File: config.mk
export PLATFORM = sky130hd
export DESIGN_NAME = booth_mac_acc
export DESIGN_NICKNAME = d
export VERILOG_FILES = /design/src/rtl/booth_pkg.sv /design/src/rtl/boothmul.sv /design/src/rtl/booth_mac_acc.sv
export SDC_FILE = /design/constraint.sdc
export NUM_CORES = 1
export LEC_CHECK = 0
export CELL_PAD_IN_SITES_DETAIL_PLACEMENT = 1
export CELL_PAD_IN_SITES_GLOBAL_PLACEMENT = 2
export CORE_ASPECT_RATIO = 0.6
export CORE_MARGIN = 8
export CORE_UTILIZATION = 36
export CTS_CLUSTER_SIZE = 14
export DETAILED_ROUTE_END_ITERATION = 8
export PLACE_DENSITY_LB_ADDON = 0.1
export SYNTH_ARGS = -nofsm -noshare
export SYNTH_HDL_FRONTEND = slang
export SYNTH_HIERARCHICAL = 1
export SYNTH_SLANG_ARGS = --single-unit
File: constraint.sdc
create_clock -name clk -period 3.3 [get_ports clk]
set_input_delay 0.99 -clock clk [delete_from_list [all_inputs] [get_ports clk]]
set_output_delay 0.99 -clock clk [all_outputs]
set_load 0.01 [all_outputs]
File: src/rtl/booth_pkg.sv
// rtl/booth_pkg.sv - shared types and constants for the Booth MAC accumulator
package booth_pkg;

    localparam int OP_W   = 8;
    localparam int PROD_W = 16;

    typedef enum logic {
        ST_ACC  = 1'b0,
        ST_DONE = 1'b1
    } state_t;

endpackage

File: src/rtl/boothmul.sv
// rtl/boothmul.sv - combinational radix-4 Booth signed 8x8 multiplier
module boothmul
    import booth_pkg::*;
(
    input  logic signed [OP_W-1:0]   a,
    input  logic signed [OP_W-1:0]   b,
    output logic signed [PROD_W-1:0] prod
);

    logic [OP_W:0]             b_ext;
    logic signed [PROD_W-1:0]  a_ext;

    assign b_ext = {b, 1'b0};
    assign a_ext = {{(PROD_W-OP_W){a[OP_W-1]}}, a};

    // Each overlapping bit triplet of b selects one of {0, +-a, +-2a}, weighted by 4^i.
    always_comb begin
        logic signed [PROD_W-1:0] pp;
        logic signed [PROD_W-1:0] sum;
        pp  = '0;
        sum = '0;
        for (int i = 0; i < OP_W/2; i++) begin
            case (b_ext[2*i +: 3])
                3'b001, 3'b010: pp = a_ext;
                3'b011:         pp = a_ext <<< 1;
                3'b100:         pp = -(a_ext <<< 1);
                3'b101, 3'b110: pp = -a_ext;
                default:        pp = '0;
            endcase
            sum = sum + (pp <<< (2*i));
        end
        prod = sum;
    end

endmodule

File: src/rtl/booth_mac_acc.sv
// rtl/booth_mac_acc.sv - pipelined signed dot-product accumulator with saturation
module booth_mac_acc
    import booth_pkg::*;
#(
    parameter int ACC_W = 24,
    parameter int CNT_W = 8
) (
    input  logic                    clk,
    input  logic                    rst_n,
    input  logic                    in_valid,
    output logic                    in_ready,
    input  logic [OP_W-1:0]         in_a,
    input  logic [OP_W-1:0]         in_b,
    input  logic                    in_last,
    output logic                    out_valid,
    input  logic                    out_ready,
    output logic [ACC_W-1:0]        out_sum,
    output logic [CNT_W-1:0]        out_cnt,
    output logic                    out_ovf
);

    localparam logic signed [ACC_W-1:0] ACC_MAX = {1'b0, {(ACC_W-1){1'b1}}};
    localparam logic signed [ACC_W-1:0] ACC_MIN = {1'b1, {(ACC_W-1){1'b0}}};

    state_t                   state;
    logic                     run;
    logic                     last_pend;
    logic                     p_valid;
    logic                     p_last;
    logic signed [PROD_W-1:0] p_prod;
    logic signed [PROD_W-1:0] prod;
    logic signed [ACC_W-1:0]  acc;
    logic [CNT_W-1:0]         cnt;
    logic                     ovf;

    logic                     accept;
    logic signed [ACC_W:0]    sum_w;
    logic                     clamp;
    logic signed [ACC_W-1:0]  acc_next;

    boothmul u_mul (
        .a    (in_a),
        .b    (in_b),
        .prod (prod)
    );

    // run holds in_ready low until the first edge after reset is released.
    assign in_ready = run && (state == ST_ACC) && !last_pend;
    assign accept   = in_valid && in_ready;

    // One guard bit is enough: a single add can overflow by at most one bit.
    assign sum_w    = {acc[ACC_W-1], acc} + {{(ACC_W+1-PROD_W){p_prod[PROD_W-1]}}, p_prod};
    assign clamp    = sum_w[ACC_W] ^ sum_w[ACC_W-1];
    assign acc_next = clamp ? (sum_w[ACC_W] ? ACC_MIN : ACC_MAX) : sum_w[ACC_W-1:0];

    always_ff @(posedge clk or negedge rst_n) begin
        if (!rst_n) begin
            state     <= ST_ACC;
            run       <= 1'b0;
            last_pend <= 1'b0;
            p_valid   <= 1'b0;
            p_last    <= 1'b0;
            p_prod    <= '0;
            acc       <= '0;
            cnt       <= '0;
            ovf       <= 1'b0;
        end else begin
            run     <= 1'b1;
            p_valid <= accept;
            if (accept) begin
                p_prod <= prod;
                p_last <= in_last;
                if (in_last) begin
                    last_pend <= 1'b1;
                end
            end
            if (state == ST_ACC && p_valid) begin
                acc <= acc_next;
                ovf <= ovf | clamp;
                if (cnt != '1) begin
                    cnt <= cnt + CNT_W'(1);
                end
                if (p_last) begin
                    state <= ST_DONE;
                end
            end else if (state == ST_DONE && out_ready) begin
                state     <= ST_ACC;
                acc       <= '0;
                cnt       <= '0;
                ovf       <= 1'b0;
                last_pend <= 1'b0;
            end
        end
    end

    assign out_valid = (state == ST_DONE);
    assign out_sum   = acc;
    assign out_cnt   = cnt;
    assign out_ovf   = ovf;

endmodule

==> results.txt <==
Slew Limit Fails -> 0
Final nets -> 1051
Post-synth EDFFs -> 0
Worst path depth -> 20
sequential power share -> 16.5%
number of global-route vias before repair -> 7095
Detailed Place HPWL -> 19.7 mm
CTS tree -> yes
DR pass1 iterations -> 5
Clk pin slew, worst setup/hold paths -> 0.06 ns
routed len/inst -> 20.7 µm
total power -> 7500 µW
clock root buffer -> clkbuf_16
critical-path cell list -> buf_8 -> inv_6 -> ha_4 -> or3b_4 -> or3_4 -> xor2_4 -> mux2i_1 -> o21bai_1 -> fa_1 -> inv_2 -> fa_1 -> inv_2 -> ha_4 -> o21ai_2 -> o21ai_2 -> a31o_2 -> a31o_4 -> a41oi_2 -> xnor3_1 -> mux2_4
final setup violation count -> 12
flop-to-flop setup slack -> 0.06 ns
initial DRC count -> 416
slowest CP cell -> fa_1
Worst path top cell family by delay -> adder cells
Net Count, Synth -> 878
Setup Crit Path Kind -> input pin to register
sequential fraction of the synthesis area -> 21.0%
Max-slew headroom -> 63.8%
WP data arrival -> 5.21 ns
Max-Cap Viols -> 0
Yosys Warn Count -> 6
CP Capture Type -> register
Int Power -> 3850 µW
gpl congestion -> 0.919
Main synth FF type -> dfrtp_1
Die Area -> 22500 µm²
CP bufs+invs -> 4
PD cells -> 836 nW/µm²
number of I/O port buffers -> 55
Initial Util -> 37.1%
Vias -> 6822
Worst Max-Slew Pin Slew -> 0.537 ns
worst endpoint required time -> 3.48 ns
Tcrit/Tclk final -> 152%
largest net degree at the start of global routing -> 25
worst setup margin -> -1.73 ns
clk_skew -> 0.0122 ns
Avg Cell Area, Syn -> 8.12 µm²
Worst Hold Class -> register to register
Layout fillers -> 2053
worst r2r src -> p_prod[15]
initial antenna violation count -> 0
dpl ws -> -2.61 ns
Netlist Area Pre-Place -> 6430 µm²
worst-path fanout max -> 5
Clk pwr share -> 7.1%
CP Launch Point -> in_a[1]
Clock Sink Count -> 54
core area -> 17300 µm²
Setup crit start kind -> input pin
total congestion overflow -> 0
num ports -> 56
Pleak -> 0.00414 µW
Yosys cell types -> 75
Hold Slack -> 0.508 ns
fin crit period -> 5.03 ns
Die Wd -> 189 µm
CTS max path bufs -> 2
Hold Buf Count CTS -> 0
RSZ-0062 raised after global routing -> true
worst-skew pair later-pin latency -> 0.31 ns
outcome -> complete, but fails checks
asr flop ratio synth -> 100%
failing checks -> setup timing
Worst VDD drop -> 347 µV
combinational share of power -> 76.4%
Crit path largest cell delay -> 0.54 ns
Hold Path Cell Cnt -> 2
vias per cell -> 5.69
Mapped Cells -> 792
cts bufs inserted -> 5
first-pass GRT wire length -> 39.3 mm
Routed Antenna Nets -> 0
DRC viols -> 0
Sw Share -> 48.8%
DRT Wirelength -> 24.9 mm
H-tree Lvls -> 2
layout cell share with drive strength beyond 1 -> 30.6%
Psw -> 3660 µW
CP endpoint -> p_prod[15]
fmax -> 0.199 GHz
R2R depth -> 9
Die H -> 120 µm
Critical R2R Capture -> out_sum[1]
area grow syn2layout -> 39.6%
# rows -> 37
Yosys reg bits -> 54
Total GRT Usage -> 21.5%
n_diodes -> 0
final hold vios -> 0
## power by group through the flow
| stage | clock network (µW) | registers [µW] | logic, µW |
|---|---|---|---|
| after floorplan | 0 | 1220 | 3360 |
| after global placement | 0 | 1240 | 5000 |
| after detailed placement | 0 | 1250 | 5200 |
| after CTS | 543 | 1240 | 5320 |
| after global routing | 571 | 1280 | 6270 |
| final | 532 | 1240 | 5730 |
## logic make-up (layout without fill, tap and decap cells)
| logic type | after synthesis | count (layout) | share of synthesized area [%] |
|---|---|---|---|
| buf+inv | 103 | 275 | 6.48 |
| simple gates | 219 | 219 | 16.1 |
| other cells | 1 | 1 | 0.0583 |
| compound gates | 262 | 262 | 26.9 |
| mux | 40 | 40 | 7.22 |
| xor+xnor | 48 | 49 | 7.05 |
| fa+ha+maj | 65 | 65 | 15.2 |
| flops | 54 | 54 | 21.0 |
## metrics by stage
step | instance area (µm²) | util, % | setup TNS (ns) | cells
floorplan | 6600 | - | -18.52 | 792
global placement | 8370 | 48.3 | -24.61 | 1182
detailed placement | 8370 | 48.3 | -25.38 | 1182
finish | 8980 | 51.8 | -13.96 | 1199
global route | 8980 | 51.8 | -15.50 | 1199
CTS | 8670 | 50.1 | -14.57 | 1197
## layer usage
metal	GRT usage [%]	routed length (µm)	up-vias
met3	4.71	1940	17
met1	33.1	12800	3411
met5	0	0	-
met2	30.9	10000	217
met4	2.29	157	0
li1	-	-	3177
## worst min-delay path, delay by kind of cell (launching register included)
family	cells	cell delay (ns)
AOI/OAI and AO/OA	1	0.07
and+or+nand+nor	1	0.06
DFF	1	0.35
## final cells by class
type / instances / area (µm²) / area share, %
inverters: 49 / 194 / 2.16
well taps: 234 / 293 / 3.26
flip-flops and latches: 54 / 1350 / 15.1
clock buffers: 7 / 133 / 1.48
multi-input cells: 636 / 5150 / 57.3
repair buffers: 219 / 1860 / 20.7
## synthesized netlist by cell type, types with 9 or more instances
cell type / count / share of area [%]
nand2_1: 90 / 5.3
o21ai_0: 71 / 5.5
a21oi_1: 64 / 5.0
nor2_1: 56 / 3.3
dfrtp_1: 54 / 21
inv_1: 49 / 2.9
ha_1: 43 / 8.4
clkbuf_1: 38 / 2.2
xnor2_1: 27 / 3.7
a21o_1: 23 / 2.7
fa_1: 22 / 6.9
mux2_2: 21 / 3.7
xor2_1: 19 / 2.6
mux2i_1: 16 / 2.5
a31oi_1: 15 / 1.5
nand3_1: 12 / 0.93
a211oi_1: 9 / 1.1
## flip-flops by register name, summed over array words and instances, names as in the netlist
register   flops
run            1
out_cnt        8
p_last         1
out_valid      1
out_sum       24
last_pend      1
out_ovf        1
p_valid        1
p_prod        16
## timing repair
action	4_1_cts	5_1_grt
endpoints found under the setup margin	13	35
gates resized for setup	62	60
cloned	0	1
setup buffers	9	1
pin swaps	34	20
## how the worst min path moves through the flow
stage,to,slack (ns),startpoint
finish,out_valid,0.51,p_last
global route,p_prod[9],0.54,p_prod[9]
CTS,out_valid,0.51,p_last
detailed placement,out_valid,0.49,p_last
global placement,out_valid,0.47,p_last
floorplan,out_valid,0.45,p_last
## cell usage in the layout, fill, tap and decap left out, types with 7 or more instances in the layout
cell,n
inv_2,10
inv_1,37
buf_6,9
o21ai_1,11
mux2i_1,16
nand3_1,10
a22o_1,7
buf_4,151
a31oi_1,15
a21oi_2,11
and3_1,7
and2_1,7
mux2_2,17
a21o_1,23
a211oi_1,7
nor2_1,50
clkdlybuf4s50_1,45
o21ai_0,59
nand2_1,88
fa_1,21
ha_4,10
a21oi_1,52
ha_1,33
xnor2_1,25
dfrtp_1,54
xor2_1,15
Power figures use the tool's default switching activity.
